File: config.mk
export PLATFORM = sky130hd
export DESIGN_NAME = spi_master_ctrl
export DESIGN_NICKNAME = d
export VERILOG_FILES = /design/src/rtl/spi_master_ctrl.sv
export SDC_FILE = /design/constraint.sdc
export NUM_CORES = 1
export LEC_CHECK = 0
export BUFFER_PORTS_ARGS = -buffer_cell sky130_fd_sc_hd__buf_4
export CAP_MARGIN = 15
export CORE_ASPECT_RATIO = 0.8
export CORE_MARGIN = 3
export CORE_UTILIZATION = 56
export CTS_CLUSTER_DIAMETER = 60
export DETAILED_ROUTE_END_ITERATION = 8
export HOLD_SLACK_MARGIN = 0.06
export PLACE_DENSITY = 0.78
export REMOVE_ABC_BUFFERS = 1
export SLEW_MARGIN = 10
export SYNTH_ARGS = -nofsm -noshare
export SYNTH_HDL_FRONTEND = slang
export SYNTH_SLANG_ARGS = --single-unit
File: constraint.sdc
create_clock -name clk -period 2 [get_ports clk]
set_clock_uncertainty 0.05 [all_clocks]
set_input_delay 0.3 -clock clk [delete_from_list [all_inputs] [get_ports clk]]
set_output_delay 0.3 -clock clk [all_outputs]
set_load 0.01 [all_outputs]
File: src/rtl/spi_master_ctrl.sv
// SPI master issuing 10-bit command frames (one bit per clk) and collecting 8-bit read-data replies.
// Define SPI_MASTER_CTRL_SVA_EN to compile the embedded assertions and covers.
module spi_master_ctrl #(
  parameter int unsigned RD_WAIT = 2
) (
  input  logic       clk,
  input  logic       rst,
  input  logic       start,
  input  logic [9:0] cmd_data,
  output logic       busy,
  output logic       done,
  output logic [7:0] rd_data,
  output logic       rd_valid,
  output logic       SS_n,
  output logic       MOSI,
  input  logic       MISO
);

  typedef enum logic [2:0] {
    ST_IDLE,
    ST_SELECT,
    ST_SHIFT,
    ST_WAIT,
    ST_READ
  } state_t;

  localparam logic [3:0] LP_WAIT_LAST = (RD_WAIT > 0) ? 4'(RD_WAIT - 1) : 4'd0;

  state_t     r_state;
  logic [9:0] r_cmd;
  logic       r_rd;
  logic [3:0] r_cnt;
  logic [7:0] r_sh;
  logic       r_ss_n;
  logic       r_mosi;
  logic       r_busy;
  logic       r_done;
  logic       r_rd_valid;
  logic [7:0] r_rd_data;

  always_ff @(posedge clk) begin
    if (rst) begin
      r_state    <= ST_IDLE;
      r_cmd      <= '0;
      r_rd       <= 1'b0;
      r_cnt      <= '0;
      r_sh       <= '0;
      r_ss_n     <= 1'b1;
      r_mosi     <= 1'b0;
      r_busy     <= 1'b0;
      r_done     <= 1'b0;
      r_rd_valid <= 1'b0;
      r_rd_data  <= '0;
    end else begin
      r_done     <= 1'b0;
      r_rd_valid <= 1'b0;
      case (r_state)
        ST_IDLE: begin
          r_mosi <= 1'b0;
          if (start) begin
            r_cmd   <= cmd_data;
            r_rd    <= &cmd_data[9:8];
            r_state <= ST_SELECT;
            r_ss_n  <= 1'b0;
            r_busy  <= 1'b1;
          end
        end
        ST_SELECT: begin
          // r_cmd shifts left so MOSI always takes bit 9 of the remaining payload
          r_mosi  <= r_cmd[9];
          r_cmd   <= {r_cmd[8:0], 1'b0};
          r_cnt   <= 4'd9;
          r_state <= ST_SHIFT;
        end
        ST_SHIFT: begin
          if (r_cnt == 4'd0) begin
            r_mosi <= 1'b0;
            if (!r_rd) begin
              r_state <= ST_IDLE;
              r_ss_n  <= 1'b1;
              r_busy  <= 1'b0;
              r_done  <= 1'b1;
            end else if (RD_WAIT > 0) begin
              r_cnt   <= LP_WAIT_LAST;
              r_state <= ST_WAIT;
            end else begin
              r_cnt   <= 4'd7;
              r_state <= ST_READ;
            end
          end else begin
            r_mosi <= r_cmd[9];
            r_cmd  <= {r_cmd[8:0], 1'b0};
            r_cnt  <= r_cnt - 4'd1;
          end
        end
        ST_WAIT: begin
          r_mosi <= 1'b0;
          if (r_cnt == 4'd0) begin
            r_cnt   <= 4'd7;
            r_state <= ST_READ;
          end else begin
            r_cnt <= r_cnt - 4'd1;
          end
        end
        ST_READ: begin
          r_mosi <= 1'b0;
          r_sh   <= {r_sh[6:0], MISO};
          if (r_cnt == 4'd0) begin
            r_rd_data  <= {r_sh[6:0], MISO};
            r_rd_valid <= 1'b1;
            r_state    <= ST_IDLE;
            r_ss_n     <= 1'b1;
            r_busy     <= 1'b0;
            r_done     <= 1'b1;
          end else begin
            r_cnt <= r_cnt - 4'd1;
          end
        end
        default: begin
          r_state <= ST_IDLE;
          r_ss_n  <= 1'b1;
          r_busy  <= 1'b0;
          r_mosi  <= 1'b0;
        end
      endcase
    end
  end

  assign busy     = r_busy;
  assign done     = r_done;
  assign rd_data  = r_rd_data;
  assign rd_valid = r_rd_valid;
  assign SS_n     = r_ss_n;
  assign MOSI     = r_mosi;

`ifdef SPI_MASTER_CTRL_SVA_EN
  // Length of the current/just-finished SS_n low run; zeroed by reset so aborted frames are skipped
  logic [5:0] r_sva_len;

  always_ff @(posedge clk) begin
    if (rst)        r_sva_len <= '0;
    else if (!SS_n) r_sva_len <= r_sva_len + 6'd1;
    else            r_sva_len <= '0;
  end

  a_low_len: assert property (@(posedge clk)
    ($rose(SS_n) && r_sva_len != 6'd0) |->
      (r_sva_len == (r_rd ? 6'(19 + RD_WAIT) : 6'd11)));
  a_busy_ss: assert property (@(posedge clk) busy == !SS_n);
  a_done_pulse: assert property (@(posedge clk) done |=> !done);
  a_rv_done: assert property (@(posedge clk) rd_valid |-> done);
  a_reset_vals: assert property (@(posedge clk)
    rst |=> (SS_n && !MOSI && !busy && !done && !rd_valid && rd_data == 8'h00));

  c_read_frame: cover property (@(posedge clk) rd_valid);
  c_back_to_back: cover property (@(posedge clk) done && start ##1 !SS_n);
`endif

endmodule

Word-level counts from Yosys, hierarchy flattened
Cells that the tools add are included.
{"block": "totals", "out_inout_bits": 13, "elab_cells": 69, "in_bits": 14, "ff_bits": 38}
{"block": "classes", "n_mux": 30, "n_reduce_logical": 13, "bitwise_logic": 2, "eq_ne": 12, "addsub": 1}
{"cell": "one-hot mux 10 bit (3 select lines)", "n": 1}
{"cell": "two-way mux 10 bit", "n": 2}
{"cell": "two-way mux 4 bit", "n": 4}
{"cell": "one-hot mux 4 bit (4 select lines)", "n": 1}
{"cell": "one-hot mux 3 bit (5 select lines)", "n": 1}
{"cell": "!= test 2 bit (second input constant)", "n": 7}
{"cell": "two-way mux 1 bit", "n": 12}
{"cell": "two-way mux 3 bit", "n": 4}
{"cell": "one-hot mux 1 bit (4 select lines)", "n": 2}
{"cell": "== test 3 x 2 -> 1 bit (second input constant)", "n": 2}
{"cell": "AND reduction 2 bit", "n": 3}
{"cell": "AND reduction 3 bit", "n": 2}
{"cell": "AND reduction 5 bit", "n": 1}
{"cell": "zero test 4 bit", "n": 1}
{"cell": "one-hot mux 1 bit (2 select lines)", "n": 2}
{"cell": "AND reduction 4 bit", "n": 1}
{"cell": "nonzero test 4 bit", "n": 1}
{"cell": "OR reduction 2 bit", "n": 2}
{"cell": "subtractor 4 x 1 -> 4 bit (second input constant)", "n": 1}
{"cell": "== test 3 x 1 -> 1 bit (second input constant)", "n": 1}
{"cell": "== test 3 bit (second input constant)", "n": 1}
{"cell": "zero test 3 bit", "n": 1}
{"cell": "!= test 3 bit (second input constant)", "n": 1}
{"cell": "nonzero test 3 bit", "n": 1}
{"cell": "other kinds (2)", "n": 3}

Depth between registers and ports, before layout
{"block": "logic_depth", "ltp_word": 4, "depth_mapped": 7, "mapped_depth_nobuf": 6}

Worst setup path before layout
No wires, ideal clock.
{"block": "synth_path", "path_kind": "reg-to-reg", "startpoint": "register r_cnt[0]", "endpoint": "register r_busy (netlist: busy)", "n_path_buf": 1, "path_stages_with_launch": 8, "required_time_ps": 1832, "t_arrival_ps": 1458, "setup_ps": 118, "synth_period_minus_slack_ps": 1626, "setup_slack_ps": 374, "path_cell_list": "dfxtp_1 inv_1 ha_1 or3b_1 buf_4 nor3_2 o21ai_0 o2111a_1"}
{"block": "synth_via", "elab_chain_len": 3, "elab_cells_between_ends": 4, "cone_classes": "2 x eq/ne; 2 x reduce/logical"}
{"item": "start: declaration", "line": "32", "text": "logic [3:0] r_cnt;"}
{"item": "start signal: assignment", "line": "93", "text": "r_cnt <= r_cnt - 4'd1;"}
{"item": "start signal: assignment", "line": "102", "text": "r_cnt <= r_cnt - 4'd1;"}
{"item": "start signal: assignment", "line": "116", "text": "r_cnt <= r_cnt - 4'd1;"}
{"item": "zero test 4 bit *", "line": "76, 108"}
{"item": "!= test 2 bit (no line)"}
{"item": "AND reduction 5 bit (no line) *"}
{"item": "end signal: assignment", "line": "81", "text": "r_busy <= 1'b0;"}
{"item": "end signal: assignment", "line": "113", "text": "r_busy <= 1'b0;"}
{"item": "end signal: assignment", "line": "122", "text": "r_busy <= 1'b0;"}
{"item": "end: declaration", "line": "36", "text": "logic r_busy;"}
Every way passes the cells marked *; elsewhere a longest branch is shown, timed or not.
A chain may end at the register's enable or synchronous reset.

Worst setup path after layout
{"block": "layout_path", "startpoint": "register r_cnt[0]", "endpoint": "register r_cmd[9]"}
{"block": "layout_via", "elab_chain_len": 3}
{"item": "zero test 4 bit", "line": "76", "text": "if (r_cnt == 4'd0) begin"}
{"item": "!= test 2 bit (no line)"}
{"item": "AND reduction 3 bit (no line)"}
{"item": "end signal: assignment", "line": "61", "text": "r_cmd <= cmd_data;"}
{"item": "end signal: assignment", "line": "71", "text": "r_cmd <= {r_cmd[8:0], 1'b0};"}
{"item": "end signal: assignment", "line": "92", "text": "r_cmd <= {r_cmd[8:0], 1'b0};"}
{"item": "end: declaration", "line": "30", "text": "logic [9:0] r_cmd;"}
No other way between the ends.

==> flow_summary.yaml <==
setup_path:
  timing.rr.start: "r_cnt[0]$_SDFFE_PP0P_"
  regToRegSetupSlack_ns: 0.11
  critPathLaunch: "r_cnt[0]$_SDFFE_PP0P_"
  r2r-end: "r_cmd[9]$_SDFFE_PP0P_"
  worst-setup-path-type: "flip-flop to flip-flop"
  cp-end-kind: "flip-flop"
  startpoint_type: "flip-flop"
  crit_arrival_ns: 2.05
  cp.required_ns: 2.16
  rr_worst_depth: 7
  path_max_fanout: 10
  crit_end: "r_cmd[9]$_SDFFE_PP0P_"
global_route:
  grtUsageTotal_pct: 19.5
  grt_pass1_wl_um: 6530
  antenna_found_initial: 0
  grt_pass1_vias: 1520
  grt.overflow.total: 0
  grt_max_degree: 34
hold_path:
  hold_class: "input pin to flip-flop"
  whs_path_depth: 3
yosys:
  synthDistinctLibCells: 47
  synth_top_cell_by_area: "dfxtp_1"
  ys_ff_latch: 38
  yosys-top-cells-area: "dfxtp_1 40%, nand2_1 6.1%, a211oi_2 5.9%"
  ys_warn_count: 0
  syn_inst: 212
  netlist_area_um2: 1910
  seq_area_frac_synth_pct: 39.9
  synth_top_area_share_pct: 39.9
  avgSynthCellArea_um2: 8.99
run:
  cap_violations: 0
sta:
  drv_slew: 0
  final-setup-viol-count: 0
  final_hold_viol_count: 0
  postLayoutSetupSlackWorst_ns: 0.106
  rsz0062_at_grt: "no"
  worstMarginPinSlew_ns: 0.614
  layout_min_cycle_time_ns: 1.89
  slew_headroom_pct: 59.0
  finalCritPeriodShare_pct: 94.7
  max_freq_ghz: 0.528
final_layout:
  seq_area_um2: 761
  antenna_cells: 0
  nets: 255
  multiInputGateArea_um2: 1060
  nFillCells: 257
  drive_above_1_share_pct: 26.3
  syn2layout_area_growth_pct: 17.3
  instances_no_fill: 280
drt:
  drc: 0
  wl_per_cell_um: 14.6
  ant_nets: 0
  drt-initial-drc-count: 109
  drtPass1Iterations: 4
  totalWireLength_um: 4080
  via_per_inst: 5.78
  vias: 1619
die:
  row_count: 18
  die_y_um: 58.2
  die_area_um2: 4150
  start_util_pct: 60.0
  die_w_um: 71.2
  core_um2: 3180
  pin_count: 27
run_status:
  status: "finished, final reports clean"
placement:
  numPortBuffers: 26
  dp_hpwl_um: 2690
  dp.cells: 270
  place_ws_ns: 0.109
  gp_congestion: 0.878
power_and_ir_drop:
  p_per_area_nw_per_um2: 1030
  leakage_nw: 0.846
  vdd_drop_max_mv: 0.656
cts:
  cts_buffer_depth: 2
  cts_buffers: 5
  cts_tree: "built"
  path_clk_slew_ns: 0.07
  h-tree-depth: 2
  hold_buffers: 0
  clkLatencyLatePin_ns: 0.28
  clkSinkCount: 38
  cts_root_buffer: "clkbuf_8"
## worst max-delay path, stage by stage (launching register included)
cell      delay, ns
dfxtp_1        0.40
inv_1          0.11
ha_1           0.24
nor3b_4        0.16
buf_4          0.19
o32ai_4        0.36
nor2_1         0.10
a211oi_2       0.20
## where the power goes
group	switching, mW	leakage, nW	internal, mW
clock	0.250	0.0482	0.278
sequential	0.0808	0.310	0.843
combinational	0.456	0.488	0.398
## kinds of logic (layout without fill, tap and decap cells)
family	after synthesis	after routing	share of synthesized area (%)
multiplexers	12	12	6.43
adder cells (fa/ha/maj)	4	4	2.36
AND/OR/NAND/NOR	81	81	22.6
AO/OA/AOI/OAI	55	56	21.4
buffers and inverters	20	47	6.04
flip-flops	38	38	39.9
XOR/XNOR	2	2	1.31
## sequential cells by signal, indices dropped and copies added, names as in the netlist
name,flops
rd_valid,1
SS_n,1
r_cmd,10
MOSI,1
r_state,3
done,1
r_cnt,4
busy,1
r_rd,1
r_sh,7
rd_data,8
## per-stage QoR
step	util, %	setup TNS, ns	area (µm²)	hold slack, ns	total power [mW]
after floorplan	-	-1.22	1810	0.315	1.50
after global placement	66.4	0	2110	0.397	1.68
after global routing	70.4	0	2240	0.230	2.44
after detailed placement	66.4	0	2110	0.403	1.71
after CTS	69.3	0	2200	0.213	2.24
final	70.4	0	2240	0.219	2.31
## Yosys cell counts, drive strengths merged
master,n
a2111oi,1
a211o,2
nor3,2
mux2,2
nor4b,1
o211ai,1
clkbuf,3
o21a,1
ha,2
mux2i,10
a211oi,10
o31ai,1
nor3b,2
nand4,1
and3,1
nand2b,8
xnor2,2
o21ai,9
o22ai,1
inv,5
dfxtp,38
a31oi,1
a22oi,1
o32ai,1
buf,12
and4,1
nand2,31
a21oi,22
maj3,2
nand3b,2
or3b,2
a311oi,2
a21o,1
o2111a,1
or2,2
nand3,11
nor2,15
nor2b,2
## routing by layer
metal	up-vias	part of all wire [%]	global-route usage, %
met1	766	44	24.9
met3	4	6.0	5.72
met5	-	0	0
met4	0	0.39	5.63
met2	47	49	31.9
li1	802	-	-
## placed cells by master, fill, tap and decap left out, drive strengths merged, types with 5 or more instances in the layout
master  instances
o21ai           9
a21oi          22
nor2           15
mux2i          10
clkbuf          7
nand3          11
inv             5
buf            34
a211oi         10
dfxtp          38
nand2b          8
nand2          31
## how the worst min path moves through the flow
stage | end | startpoint
6_report | r_sh[0]$_SDFFE_PP0P_ | MISO
5_1_grt | r_sh[0]$_SDFFE_PP0P_ | MISO
4_1_cts | r_sh[0]$_SDFFE_PP0P_ | MISO
3_5_place_dp | rd_data[5]$_SDFFE_PP0P_ | rd_data[5]$_SDFFE_PP0P_
3_3_place_gp | rd_data[6]$_SDFFE_PP0P_ | rd_data[6]$_SDFFE_PP0P_
2_1_floorplan | r_cmd[1]$_SDFFE_PP0P_ | rst
## what timing repair did
action / in CTS / in global routing
buffers inserted: 0 / 1
endpoints found under the setup margin: 0 / 21
resized for setup: 0 / 2
## cell type report
class	instances	share of cell area (%)
Clock buffer	7	3.86
Clock inverter	1	0.224
Inverter	5	0.839
Multi-Input combinational cell	155	47.4
Sequential cell	38	34.0
Tap cell	40	2.24
Timing Repair Buffer	34	11.4
No activity file was read; power rests on OpenSTA's default activity.
